`config.mk`:
```
export PLATFORM = sky130hd
export DESIGN_NAME = plot_arbiter
export DESIGN_NICKNAME = d
export VERILOG_FILES = /design/src/rtl/plot_arbiter.sv
export SDC_FILE = /design/constraint.sdc
export NUM_CORES = 1
export LEC_CHECK = 0
export BUFFER_PORTS_ARGS = -buffer_cell sky130_fd_sc_hd__buf_2
export CORE_MARGIN = 2
export CORE_UTILIZATION = 32
export DETAILED_ROUTE_END_ITERATION = 8
export GPL_TIMING_DRIVEN = 0
export PLACE_DENSITY = 0.65
export REMOVE_ABC_BUFFERS = 1
export SLEW_MARGIN = 10
export SYNTH_ARGS = -nofsm -noshare
export SYNTH_HDL_FRONTEND = slang
export SYNTH_SLANG_ARGS = --single-unit
```
`constraint.sdc`:
```
create_clock -name clk -period 1.8 [get_ports clk]
set_input_delay 0.27 -clock clk [delete_from_list [all_inputs] [get_ports clk]]
set_output_delay 0.27 -clock clk [all_outputs]
set_load 0.02 [all_outputs]
```
`src/rtl/plot_arbiter.sv`:
```
// Round-robin arbiter sharing the vga_adapter pixel-write port among NREQ drawing clients.
// Optional raster-clear engine is compiled in when PLOT_ARB_CLEAR_EN is defined.
module plot_arbiter #(
  parameter int             NREQ         = 4,
  parameter int             XW           = 8,
  parameter int             YW           = 7,
  parameter int             CW           = 3,
  parameter int             XMAX         = 159,
  parameter int             YMAX         = 119,
  parameter logic [CW-1:0]  CLEAR_COLOUR = '0
) (
  input  logic                 clk,
  input  logic                 resetn,
  input  logic [NREQ-1:0]      req,
  input  logic [NREQ*XW-1:0]   req_x,
  input  logic [NREQ*YW-1:0]   req_y,
  input  logic [NREQ*CW-1:0]   req_colour,
  output logic [NREQ-1:0]      gnt,
  input  logic                 clear_start,
  output logic                 clear_busy,
  output logic                 clear_done,
  output logic [XW-1:0]        x_out,
  output logic [YW-1:0]        y_out,
  output logic [CW-1:0]        colour,
  output logic                 plot
);
  localparam int LW = (NREQ > 1) ? $clog2(NREQ) : 1;

  typedef enum logic {S_IDLE, S_CLEAR} state_t;

  state_t          r_state, w_state_nxt;
  logic [LW-1:0]   r_last;
  logic [LW-1:0]   w_win;
  logic            w_any;
  logic            w_fire;
  logic            w_clr_go;
  logic            w_clr_last;
  logic [XW-1:0]   w_cx;
  logic [YW-1:0]   w_cy;
  int              w_j;

  logic [XW-1:0]   w_x   [NREQ];
  logic [YW-1:0]   w_y   [NREQ];
  logic [CW-1:0]   w_col [NREQ];

  for (genvar k = 0; k < NREQ; k++) begin : g_unpack
    assign w_x[k]   = req_x[k*XW +: XW];
    assign w_y[k]   = req_y[k*YW +: YW];
    assign w_col[k] = req_colour[k*CW +: CW];
  end

  // Walk from farthest to nearest so the client closest after r_last wins.
  always_comb begin
    w_win = '0;
    w_any = 1'b0;
    w_j   = 0;
    for (int i = NREQ; i >= 1; i--) begin
      w_j = (int'(r_last) + i) % NREQ;
      if (req[LW'(w_j)]) begin
        w_win = LW'(w_j);
        w_any = 1'b1;
      end
    end
  end

  // A clear request pre-empts any grant in the cycle it arrives.
  assign w_fire = w_any && (r_state == S_IDLE) && !w_clr_go;
  assign gnt    = w_fire ? (NREQ'(1) << w_win) : '0;

`ifdef PLOT_ARB_CLEAR_EN
  logic [XW-1:0] r_cx;
  logic [YW-1:0] r_cy;
  logic          r_done;

  assign w_clr_go   = clear_start && (r_state == S_IDLE);
  assign w_clr_last = (r_state == S_CLEAR) && (r_cx == XW'(XMAX)) && (r_cy == YW'(YMAX));
  assign w_cx       = r_cx;
  assign w_cy       = r_cy;

  always_ff @(posedge clk or negedge resetn) begin
    if (!resetn) begin
      r_cx   <= '0;
      r_cy   <= '0;
      r_done <= 1'b0;
    end else begin
      r_done <= w_clr_last;
      if (w_clr_go) begin
        r_cx <= '0;
        r_cy <= '0;
      end else if (r_state == S_CLEAR) begin
        if (r_cx == XW'(XMAX)) begin
          r_cx <= '0;
          r_cy <= (r_cy == YW'(YMAX)) ? '0 : r_cy + 1'b1;
        end else begin
          r_cx <= r_cx + 1'b1;
        end
      end
    end
  end

  assign clear_busy = (r_state == S_CLEAR);
  assign clear_done = r_done;
`else
  logic w_unused;
  assign w_unused   = clear_start | (XMAX == 0) | (YMAX == 0) | (|CLEAR_COLOUR);
  assign w_clr_go   = 1'b0;
  assign w_clr_last = 1'b0;
  assign w_cx       = '0;
  assign w_cy       = '0;
  assign clear_busy = 1'b0;
  assign clear_done = 1'b0;
`endif

  always_ff @(posedge clk or negedge resetn) begin
    if (!resetn) r_state <= S_IDLE;
    else         r_state <= w_state_nxt;
  end

  always_comb begin
    w_state_nxt = r_state;
    case (r_state)
      S_IDLE:  if (w_clr_go)   w_state_nxt = S_CLEAR;
      S_CLEAR: if (w_clr_last) w_state_nxt = S_IDLE;
      default: w_state_nxt = S_IDLE;
    endcase
  end

  always_ff @(posedge clk or negedge resetn) begin
    if (!resetn) begin
      x_out  <= '0;
      y_out  <= '0;
      colour <= '0;
      plot   <= 1'b0;
      r_last <= LW'(NREQ - 1);
    end else if (r_state == S_CLEAR) begin
      x_out  <= w_cx;
      y_out  <= w_cy;
      colour <= CLEAR_COLOUR;
      plot   <= 1'b1;
    end else if (w_fire) begin
      x_out  <= w_x[w_win];
      y_out  <= w_y[w_win];
      colour <= w_col[w_win];
      plot   <= 1'b1;
      r_last <= w_win;
    end else begin
      plot   <= 1'b0;
    end
  end

endmodule

```
After elaboration in Yosys (flattened, before gate mapping) --
Index checks and enable logic that the tools add are counted.
Cells by class: add/sub/neg operators 4, magnitude comparators 5, shift-type cells 1, muxes and demuxes 39, bitwise operators 2, reductions and logical operators 3
Operators by type and width (count):
- 2-to-1 mux 8 bit | 4
- 2-to-1 mux 7 bit | 4
- binary-select mux 8 bit (select 2 bit) | 1
- less-than comparator 2 x 4 -> 1 bit (second input constant) | 4
- binary-select mux 7 bit (select 2 bit) | 1
- 2-to-1 mux 1 bit | 14
- 2-to-1 mux 3 bit | 4
- binary-select mux 1 bit (select 2 bit) | 4
- 2-to-1 mux 2 bit | 4
- binary-select mux 3 bit (select 2 bit) | 1
- adder 2 x 1 -> 2 bit (second input constant) | 2
- adder 2 bit (second input constant) | 2
- 2-to-1 mux 4 bit | 1
- << shifter 1 x 2 -> 4 bit (first input constant) | 1
- greater-or-equal comparator 3 bit (second input constant) | 1
- inverter 2 -> 3 bit | 1
- one-hot mux 1 bit (2 select lines) | 1
- AND reduction 2 bit | 1
- nonzero test 2 bit | 1
- logical AND 1 bit | 1
- inverter 1 bit | 1
Storage, ports and cells: flip-flop bits (word level) 22, bits of input ports 79, output and inout bits 25, word-level logic and storage cells 60

Longest topological paths before layout --
Gate-level depths: netlist of run 1.
depth after elaboration 14, gate-level depth with buffers 8, gate-level depth less buffers 5

Worst setup path after synthesis of run 1 --
No wires, ideal clock.
path kind register to output, from register r_last[1], to output port gnt[0], arrival time 1.680 ns, data required time 1.530 ns, slack -0.150 ns, cell stages (with the launch flop) 7, buffers on the path 2, cell sequence dfstp_2 mux2i_1 o21ai_4 a21o_4 buf_12 buf_12 nor2_1
On the way: longest elaborated chain between the ends 10, elaborated cells between the ends (all ways) 27, classes of those cells 4 x add/sub; 1 x shift; 21 x mux; 1 x reduce/logical
Ends and longest elaborated chain:
- start: declaration | line 32 | logic [LW-1:0] r_last;
- start signal: assignment | line 134 | r_last <= LW'(NREQ - 1);
- start signal: assignment | line 145 | r_last <= w_win;
- adder 2 x 1 -> 2 bit | line 58 | w_j = (int'(r_last) + i) % NREQ;
- binary-select mux 1 bit (select 2 bit) | line 59 | if (req[LW'(w_j)]) begin
- 2-to-1 mux 1 bit (implied by the code) (2 in a row) | line 59
- 2-to-1 mux 2 bit or 2-to-1 mux 1 bit (tied branches) (4 in a row) | line 59
- << shifter 1 x 2 -> 4 bit or logical AND 1 bit (tied branches) | line 68, 67
- 2-to-1 mux 4 bit (*) | line 68 | assign gnt = w_fire ? (NREQ'(1) << w_win) : '0;
- end: declaration | line 18 | output logic [NREQ-1:0] gnt,
Mark *: on every way between the ends. The rest lies on a longest branch, timed or not. The select of a mux whose other input is x is not followed.

Final worst setup path of run 1 --
from register r_last[1], to output port gnt[2]
The elaborated chain is that of the path after synthesis.

==> results of run 1 <==
-- metrics by stage --
step	hold slack [ns]	instances	instance area, sq um	setup TNS [ns]
2_1_floorplan	-0.0256	144	1410	-14.33
3_3_place_gp	0.263	298	1970	-35.81
3_5_place_dp	0.270	299	2000	-10.16
4_1_cts	0.329	315	2220	-2.68
5_1_grt	0.337	324	2420	-3.46
6_report	0.331	324	2420	-2.10
-- placed cells by master, fill, tap and decap left out, types with 2 or more instances in the layout --
| master | instances |
|---|---|
| sky130_fd_sc_hd__nor2_1 | 23 |
| sky130_fd_sc_hd__dfrtp_1 | 19 |
| sky130_fd_sc_hd__a221oi_2 | 14 |
| sky130_fd_sc_hd__a211oi_1 | 14 |
| sky130_fd_sc_hd__nand2b_1 | 2 |
| sky130_fd_sc_hd__buf_4 | 19 |
| sky130_fd_sc_hd__or2_4 | 2 |
| sky130_fd_sc_hd__inv_2 | 2 |
| sky130_fd_sc_hd__a211oi_2 | 4 |
| sky130_fd_sc_hd__inv_1 | 3 |
| sky130_fd_sc_hd__buf_6 | 2 |
| sky130_fd_sc_hd__o21ai_0 | 2 |
| sky130_fd_sc_hd__and3_2 | 7 |
| sky130_fd_sc_hd__a21o_4 | 3 |
| sky130_fd_sc_hd__conb_1 | 2 |
| sky130_fd_sc_hd__buf_2 | 96 |
| sky130_fd_sc_hd__and3_1 | 10 |
| sky130_fd_sc_hd__mux2i_1 | 18 |
| sky130_fd_sc_hd__clkbuf_8 | 3 |
| sky130_fd_sc_hd__dfstp_2 | 2 |
| sky130_fd_sc_hd__a221oi_1 | 2 |
| sky130_fd_sc_hd__a221oi_4 | 3 |
-- path summary, 6_finish.rpt --
| check | endpoint | slack, ns |
|---|---|---|
| max | gnt[2] | -0.16 |
| max reg2reg | y_out[1] | -0.13 |
| min | y_out[2] | 0.33 |
| min reg2reg | colour[2] | 0.56 |
| max in group asynchronous | r_last[1] | 0.93 |
| min in group asynchronous | y_out[1] | 0.50 |
-- routing by layer --
metal | share of wire [%] | wire [um] | vias up
li1 | - | - | 835
met1 | 45 | 2500 | 806
met2 | 50 | 2750 | 58
met3 | 4.5 | 249 | 4
met4 | 0.87 | 48 | 0
met5 | 0 | 0 | -
-- sequential cells by signal, indices dropped and copies added, names as in the netlist --
name,flops
colour,3
r_last,2
y_out,7
plot,1
x_out,8
-- worst max-delay path, stage by stage, from the launching register on --
cell and delay (ns):
sky130_fd_sc_hd__dfstp_2 0.62, sky130_fd_sc_hd__mux2i_4 0.29, sky130_fd_sc_hd__o21ai_4 0.08, sky130_fd_sc_hd__a21o_4 0.21
sky130_fd_sc_hd__nor2_1 0.08, sky130_fd_sc_hd__buf_4 0.14
-- logic make-up after synthesis --
family,Yosys count,share of synthesized area (%)
DFF,21,34.4
and+or+nand+nor,50,16.7
AOI/OAI and AO/OA,47,26.4
muxes,19,12.4
other,1,0.244
buffers and inverters,22,9.79
-- power by group --
part           leakage [nW]  internal [mW]  switching (mW)
sequential            0.234          0.635          0.0938
clock                0.0255          0.154           0.167
combinational         0.937          0.686           0.849
-- area by class of cell --
cell class,count,share of cell area (%)
clock buffer,3,1.70
clock inverter,1,0.207
inverter,5,0.774
multi-input combinational,122,45.7
sequential,21,21.8
tap,54,2.79
timing repair buffer,118,27.1
-- what timing repair did --
item	4_1_cts	5_1_grt
endpoints found under the hold margin	19	0
gates cloned	2	2
hold buffers	1	0
resized for setup	22	23
pin swaps	6	6
setup buffers	9	7
endpoints found under the setup margin	24	22
==> run metrics, run 1 <==
result of the run=finished with violations; violated checks=negative setup slack; final critical delay including setup and external delays=between 1.5 and 2 ns; total setup violations reported at the end of the flow=22; number of nets in the finished design=350; power density normalized to cell area=about 1100 nW/um^2; hold-critical path depth=3; DR iter-0 viols=between 50 and 60; worst setup slack after placement=-0.508 ns; average footprint of a synthesized cell=9.59 sq um; number of synthesized flops with an enable pin=0; via count of the first global-routing pass=~1600; average wire per cell in the routed design=17.1 um; total via count after detailed routing=1703; maximum fanout along the worst path=6; worst skew pair latency=about 0.26 ns; leading cell types by count after synthesis=24 x sky130_fd_sc_hd__nor2_1, 19 x sky130_fd_sc_hd__a221oi_1, 19 x sky130_fd_sc_hd__dfrtp_1, 19 x sky130_fd_sc_hd__mux2i_1, 14 x sky130_fd_sc_hd__a211oi_1; maximum clock rate=510 MHz; CP Launch Type=register; global route hottest layer=met2; met1 Track Usage GR=25.9%; GR met2 Demand/Resource=34.3%; min setup slack post-route=-0.161 ns; worst-case reg-to-reg path depth=7; number of primary I/O pins=104; library cell with the largest summed area after synthesis=sky130_fd_sc_hd__dfrtp_1; largest cells by area after synthesis=sky130_fd_sc_hd__dfrtp_1 31%, sky130_fd_sc_hd__mux2i_1 12%, sky130_fd_sc_hd__a221oi_1 11%; most instantiated flip-flop cell in the synthesis netlist=sky130_fd_sc_hd__dfrtp_1; number of routed nets with antenna violations=0; sequential cell area fraction in the yosys report=34.4%; Crit. End Element=output pin; largest net degree at the start of global routing=22; Total Power=2.59 mW; RSZ-0062 raised after global routing=yes; Rel. slew slack=~47%; Yosys warning count=0; height of the die=73.2 um; antenna violations before repair=0; Final Hold Vio Count=0; IR drop worst, VDD=0.000548 V; Synth Cell Area=1530 sq um; count of TritonRoute iterations in the first routing pass=4; total routed wirelength=5.54 mm; Worst Skew=0.00251 ns; Congestion Overflow GR=0; number of pins exceeding their max-slew limit in the final report=0; Die Footprint=5360 sq um; routability cong.=roughly 0.70; Distinct cells, synth=29; share of synthesized registers carrying an async set or reset=100%; worst slew pin tran=about 0.80 ns; wire length of the first global-routing pass=8.10 mm; PortBufs=100; row count=25; synthesized netlist cell count=160; maximum count of clock buffers along a single path=2; clock buffers created by TritonCTS=3; ratio of routed vias to standard cells=5.26; number of sinks handled by clock tree synthesis=21; Worst Path Arrival=between 1.5 and 2 ns; initial standard-cell utilization of the core=32.9%; most frequently used cell type in the post-synthesis netlist=sky130_fd_sc_hd__nor2_1; number of filler instances in the final layout=455; Sequential Area=roughly 530 sq um; max cap viols=0; Multi-input gate area=1110 sq um; critical path data required time=~1.5 ns; die outline width=approximately 73 um; Global Route Usage Sum=a little under 20%; beginning of the critical path=r_last[1]; final cycle utilization of the critical path=109%; Static Leakage=1.20 nW; Worst R2R Start=r_last[1]; DRC violation count after routing=0; area growth from synthesis to layout=58.0%; Root Buffer Master=sky130_fd_sc_hd__clkbuf_8; core area=4660 sq um; register bit count reported by yosys=21; number of inserted diodes=0; worst hold start=req_y[16]; clock-pin transition on the worst setup and hold timing paths=0.08 ns; layout cell share with drive strength beyond 1=63.0%; met3 demand-to-capacity share in global routing=1.24%; hold crit path type=input pin to register; Worst Path Class, Setup=register to output pin; sum of net half-perimeters after detailed placement=roughly 3.3 mm; clock tree from TritonCTS=built; number of H-tree branching levels=1; top cell type's share of synthesized area=31.0%; final design utilization=52.0%
Power figures use the tool's default switching activity.
==> run 2, diff against run 1 <==
--- a/config.mk
+++ b/config.mk
@@ -6,11 +6,13 @@
 export NUM_CORES = 1
 export LEC_CHECK = 0
 export BUFFER_PORTS_ARGS = -buffer_cell sky130_fd_sc_hd__buf_2
+export CELL_PAD_IN_SITES_DETAIL_PLACEMENT = 1
+export CELL_PAD_IN_SITES_GLOBAL_PLACEMENT = 1
 export CORE_MARGIN = 2
-export CORE_UTILIZATION = 32
+export CORE_UTILIZATION = 31
 export DETAILED_ROUTE_END_ITERATION = 8
 export GPL_TIMING_DRIVEN = 0
-export PLACE_DENSITY = 0.65
+export PLACE_DENSITY = 0.83
 export REMOVE_ABC_BUFFERS = 1
 export SLEW_MARGIN = 10
 export SYNTH_ARGS = -nofsm -noshare
==> constraint.sdc (replaced) <==
create_clock -name clk -period 2.46 [get_ports clk]
set_input_delay 0.369 -clock clk [delete_from_list [all_inputs] [get_ports clk]]
set_output_delay 0.369 -clock clk [all_outputs]
set_load 0.02 [all_outputs]
==> run metrics, run 2 (same netlist as run 1, synthesis figures left out) <==
ratio of routed vias to standard cells=5.25 (-0.19%); switching power of the nets=708 uW (-36%); IR drop worst, VDD=0.000272 V (-50%); worst setup slack after placement=0.0205 ns (+0.528 ns); height of the die=74.3 um (+1.5%); portion of total power attributed to the clock network=14.2% (+1.8 points); commonest cells after routing, fill and taps aside=100 x sky130_fd_sc_hd__buf_2, 24 x sky130_fd_sc_hd__nor2_1, 19 x sky130_fd_sc_hd__mux2i_1, 19 x sky130_fd_sc_hd__dfrtp_1, 18 x sky130_fd_sc_hd__a221oi_1; routability cong.=0.799 (+15%); via count of the first global-routing pass=1727 (+6.4%); dpl cell area=2020 sq um (+1.0%); number of nets in the finished design=330 (-5.7%); total setup violations reported at the end of the flow=0 (-100%); Hold Worst Slack=0.0767 ns (-0.255 ns); Worst Path Arrival=1.95 ns (+0.26 ns); worst slew pin tran=0.809 ns (+0.0126 ns); most common cell after layout, fill and taps aside=sky130_fd_sc_hd__buf_2; result of the run=finished, final reports clean; Static Leakage=1.05 nW (-12%); core area=4750 sq um (+2.0%); clock buffers created by TritonCTS=3 (unchanged); DR iter-0 viols=56 (+9.8%); Worst Path Class, Setup=register to output pin; flip-flop count of the largest register after layout=8 (unchanged); maximum fanout along the worst path=19 (+13); count of TritonRoute iterations in the first routing pass=4 (unchanged); number of pins exceeding their max-slew limit in the final report=0 (unchanged); number of primary I/O pins=104 (unchanged); Rel. slew slack=45.9% (-0.84 points); Sequential Power Share=32.6% (+4.4 points); count of hold buffers inserted by post-cts repair=0 (-1); worst skew pair latency=0.26 ns (about the same); Congestion Overflow GR=0 (unchanged); clock-pin transition on the worst setup and hold timing paths=0.08 ns (about the same); PortBufs=100 (unchanged); post-CTS setup-driven buffer insertion count=0 (-9); Root Buffer Master=sky130_fd_sc_hd__clkbuf_8; Non-Filler Cell Area, Final=2080 sq um (-14%); Final Hold Vio Count=0 (unchanged); critical path data required time=2.09 ns (+0.56 ns); row count=25 (unchanged); die outline width=74.3 um (+1.5%); total internal power=928 uW (-37%); antenna violations before repair=0 (unchanged); final critical delay including setup and external delays=2.32 ns; final cycle utilization of the critical path=94.4%; Crit. End Element=output pin; RSZ-0062 raised after global routing=yes; min setup slack post-route=0.138 ns (+0.300 ns); largest net degree at the start of global routing=22 (unchanged); DRC violation count after routing=0 (unchanged); Die Footprint=5530 sq um (+3.1%); hold crit path type=input pin to asynchronous set/reset pin; maximum count of clock buffers along a single path=2 (unchanged); Largest Register=x_out; Worst Skew=0.00164 ns (-0.000866 ns); switching fraction of total power=43.3% (+0.36 points); number of filler instances in the final layout=604 (+33%); max cap viols=0 (unchanged); number of routed nets with antenna violations=0 (unchanged); number of inserted diodes=0 (unchanged); wire length of the first global-routing pass=8.15 mm (+0.59%); area growth from synthesis to layout=35.6%; initial standard-cell utilization of the core=32.3% (-0.65 points); clock tree from TritonCTS=built; sum of net half-perimeters after detailed placement=3.65 mm (+11%); layout cell share with drive strength beyond 1=48.8% (-14 points); total via count after detailed routing=1663 (-2.3%); number of sinks handled by clock tree synthesis=21 (unchanged); total routed wirelength=5.29 mm (-4.6%); combinational power share=53.2% (-6.2 points); maximum clock rate=431 MHz; CP Launch Type=register; number of H-tree branching levels=1 (unchanged); average wire per cell in the routed design=16.7 um (-2.5%); biggest registers after layout=x_out x8, y_out x7, colour x3; power density normalized to cell area=787 nW/um^2 (-26%); Global Route Usage Sum=19.1% (-0.48 points)
==> run 2: per-layer routing <==
layer  vias to the layer above  global-route usage, %  part of all wire, %
li1                        786                      -                    -
met1                       809                   23.9                   42
met2                        64                   34.7                   50
met3                         4                   2.85                  6.7
met4                         0                   4.56                 0.72
met5                         -                      0                    0
==> run 2: path summary, 6_finish.rpt <==
check	from	endpoint	slack (ns)	depth (start not counted)
min in group clk	req_x[22]	x_out[6]	0.44	3
max in group asynchronous	resetn	r_last[1]	2.02	1
setup / recovery	r_last[1]	gnt[0]	0.14	5
setup reg to reg	r_last[1]	colour[1]	0.28	5
hold reg to reg	x_out[4]	x_out[4]	0.56	2
hold / removal	resetn	x_out[5]	0.08	1
==> run 2: final cells by class <==
class	count	area (sq um)	share of cell area [%]
Tap cell	67	83.8	4.03
Inverter	5	18.8	0.903
Sequential cell	21	528	25.4
Multi-Input combinational cell	119	888	42.7
Timing Repair Buffer	101	515	24.8
Clock buffer	4	45.0	2.17
==> run 2: power groups by stage <==
stage | Combinational (mW) | Clock (mW) | Sequential (mW)
5_1_grt | 0.946 | 0.261 | 0.547
4_1_cts | 0.878 | 0.246 | 0.535
3_5_place_dp | 0.862 | 0 | 0.541
6_report | 0.871 | 0.232 | 0.533
3_3_place_gp | 0.825 | 0 | 0.533
2_1_floorplan | 0.406 | 0 | 0.667
==> run 2: stage by stage <==
stage          TNS (ns)  power (mW)  std cells  util (%)
2_1_floorplan     -1.37        1.07        144         -
3_3_place_gp     -24.50        1.36        311      41.9
3_5_place_dp          0        1.40        312      42.6
4_1_cts               0        1.66        317      43.7
5_1_grt        -0.00117        1.75        317      43.7
6_report              0        1.64        317      43.7
==> run 2: worst max-delay path, cell delays in order (launching register included) <==
cell                       delay (ns)
sky130_fd_sc_hd__dfstp_2         0.62
sky130_fd_sc_hd__nand2b_1        0.13
sky130_fd_sc_hd__a31oi_1         0.08
sky130_fd_sc_hd__a21bo_1         0.62
sky130_fd_sc_hd__nor2_1          0.07
sky130_fd_sc_hd__buf_2           0.18
==> run 2: timing repair <==
item	CTS	global route
resized for setup	1	1
endpoints found under the hold margin	0	0
gates cloned	1	0
endpoints found under the setup margin	2	3
==> run 3, diff against run 2 <==
--- a/config.mk
+++ b/config.mk
@@ -14,6 +14,7 @@
 export GPL_TIMING_DRIVEN = 0
 export PLACE_DENSITY = 0.83
 export REMOVE_ABC_BUFFERS = 1
+export SETUP_SLACK_MARGIN = 0.3
 export SLEW_MARGIN = 10
 export SYNTH_ARGS = -nofsm -noshare
 export SYNTH_HDL_FRONTEND = slang
==> run metrics, run 3 (same netlist as run 1, synthesis figures left out) <==
number of pins exceeding their max-slew limit in the final report=0 (unchanged); core area=4750 sq um (unchanged); critical path cell sequence=mux2i_4 -> o21ai_4 -> a21o_4 -> nor2_1 -> buf_4; CP Launch Type=register; Total Power=1.72 mW (+4.9%); portion of total power attributed to the clock network=13.6% (-0.6 points); clock-pin transition on the worst setup and hold timing paths=0.08 ns (about the same); number of routed nets with antenna violations=0 (unchanged); antenna violations before repair=0 (unchanged); DR iter-0 viols=58 (+3.6%); die outline width=74.3 um (unchanged); count of hold buffers inserted by post-cts repair=0 (unchanged); average wire per cell in the routed design=17.1 um (+2.6%); critical path data required time=2.09 ns (about the same); number of primary I/O pins=104 (unchanged); number of nets in the finished design=338 (+2.4%); Final Hold Vio Count=0 (unchanged); Worst Path Arrival=1.70 ns (-0.25 ns); Global Route Usage Sum=19.9% (+0.83 points); max cap viols=0 (unchanged); final cycle utilization of the critical path=84.2% (-10 points); worst reg2reg endpoint=x_out[0]; clock buffers created by TritonCTS=3 (unchanged); combinational power share=55.4% (+2.2 points); number of H-tree branching levels=1 (unchanged); Worst Skew=0.00106 ns (-0.000583 ns); worst-case reg-to-reg path depth=5 (unchanged); total setup violations reported at the end of the flow=0 (unchanged); worst skew pair latency=0.26 ns (about the same); RSZ-0062 raised after global routing=no; layout cell share with drive strength beyond 1=52.7% (+3.9 points); most common cell after layout, fill and taps aside=sky130_fd_sc_hd__buf_2; master of the slowest instance on the critical path=sky130_fd_sc_hd__dfstp_2; ratio of routed vias to standard cells=5.25 (+0.12%); hold crit path type=input pin to asynchronous set/reset pin; IR drop worst, VDD=0.000324 V (+19%); Congestion Overflow GR=0 (unchanged); Register-to-Register Setup Slack=0.42 ns (+0.14 ns); PortBufs=100 (unchanged); maximum fanout along the worst path=7 (-12); number of filler instances in the final layout=597 (-1.2%); total internal power=983 uW (+6.0%); routability cong.=0.799 (unchanged); Sequential Power Share=31.1% (-1.5 points); clock tree from TritonCTS=built; largest net degree at the start of global routing=22 (unchanged); area growth from synthesis to layout=42.1%; row count=25 (unchanged); Crit. End Element=output pin; Worst Path Class, Setup=register to output pin; Root Buffer Master=sky130_fd_sc_hd__clkbuf_8; final critical delay including setup and external delays=2.07 ns (-0.250 ns); maximum clock rate=483 MHz (+12%); via count of the first global-routing pass=1768 (+2.4%); maximum count of clock buffers along a single path=2 (unchanged); number of inserted diodes=0 (unchanged); height of the die=74.3 um (unchanged); DRC violation count after routing=0 (unchanged); wire length of the first global-routing pass=8.45 mm (+3.6%); count of TritonRoute iterations in the first routing pass=4 (unchanged); power density normalized to cell area=788 nW/um^2 (+0.12%); commonest cells after routing, fill and taps aside=99 x sky130_fd_sc_hd__buf_2, 24 x sky130_fd_sc_hd__nor2_1, 19 x sky130_fd_sc_hd__dfrtp_1, 18 x sky130_fd_sc_hd__mux2i_1, 18 x sky130_fd_sc_hd__a221oi_1; initial standard-cell utilization of the core=32.3% (unchanged); flip-flop count of the largest register after layout=8 (unchanged); Rel. slew slack=44.1% (-1.9 points); biggest registers after layout=x_out x8, y_out x7, colour x3; total via count after detailed routing=1707 (+2.6%); Static Leakage=1.09 nW (+4.0%); total routed wirelength=5.56 mm (+5.2%); result of the run=finished, final reports clean; number of sinks handled by clock tree synthesis=21 (unchanged); Sum Neg Setup Slack=0 ns (unchanged); highest cell delay on the worst timing path=0.62 ns (about the same); switching power of the nets=734 uW (+3.6%); Die Footprint=5530 sq um (unchanged); worst slew pin tran=0.837 ns (+0.0277 ns); sum of net half-perimeters after detailed placement=3.65 mm (unchanged); Worst R2R Start=r_last[1]; Largest Register=x_out; final design utilization=45.8% (+2.1 points); switching fraction of total power=42.7% (-0.55 points)
[run 3: changes by cell type in the layout (fill, tap and decap cells not counted), sizes merged]
cell / previous run / this run
buf: 101 / 109
[run 3: how the worst max path moves through the flow]
stage               from  endpoint  depth (start not counted)
2_1_floorplan     req[0]    gnt[2]                          5
3_3_place_gp      req[1]    gnt[2]                          7
3_5_place_dp      req[3]    gnt[0]                          6
4_1_cts        r_last[1]  x_out[7]                          5
5_1_grt        r_last[1]    gnt[0]                          5
6_report       r_last[1]    gnt[0]                          5
[run 3: cell type report]
class / count / area (sq um) / share of cell area (%)
timing repair buffer: 109 / 578 / 26.5
multi-input combinational: 119 / 926 / 42.5
clock buffer: 4 / 45.0 / 2.07
inverter: 5 / 18.8 / 0.861
sequential: 21 / 528 / 24.2
tap: 67 / 83.8 / 3.85
[run 3: through the flow]
step	setup WS, ns	instances	hold slack (ns)	cell area, sq um
floorplan	-0.518	144	0.0734	1410
global placement	-1.62	311	0.368	1990
detailed placement	0.0205	312	0.384	2020
CTS	0.305	323	0.0926	2140
global route	0.305	325	0.0971	2180
finish	0.389	325	0.0713	2180
[run 3: what timing repair did]
item / in CTS / in global routing
cloned: 1 / 0
resized for setup: 6 / 6
buffers inserted: 6 / 2
setup endpoints to repair: 22 / 21
pin swaps: 2 / 0
[run 3: power by group through the flow]
stage | Combinational, mW | Sequential (mW) | Clock [mW]
4_1_cts | 0.931 | 0.535 | 0.246
3_3_place_gp | 0.825 | 0.533 | 0
5_1_grt | 1.03 | 0.547 | 0.261
3_5_place_dp | 0.862 | 0.541 | 0
6_report | 0.951 | 0.533 | 0.233
2_1_floorplan | 0.406 | 0.667 | 0
[run 3: metal layers]
| metal | up-vias | track usage, % | routed length, um |
|---|---|---|---|
| met3 | 6 | 2.85 | 370 |
| met5 | - | 0 | 0 |
| met4 | 0 | 4.56 | 61 |
| met2 | 68 | 37.0 | 2790 |
| li1 | 801 | - | - |
| met1 | 832 | 24.4 | 2340 |
[run 3: critical path, delay by kind of cell (launching register included)]
kind / cells / cell delay, ns
DFF: 1 / 0.62
AOI/OAI and AO/OA: 2 / 0.30
muxes: 1 / 0.28
buffers and inverters: 1 / 0.14
and+or+nand+nor: 1 / 0.10
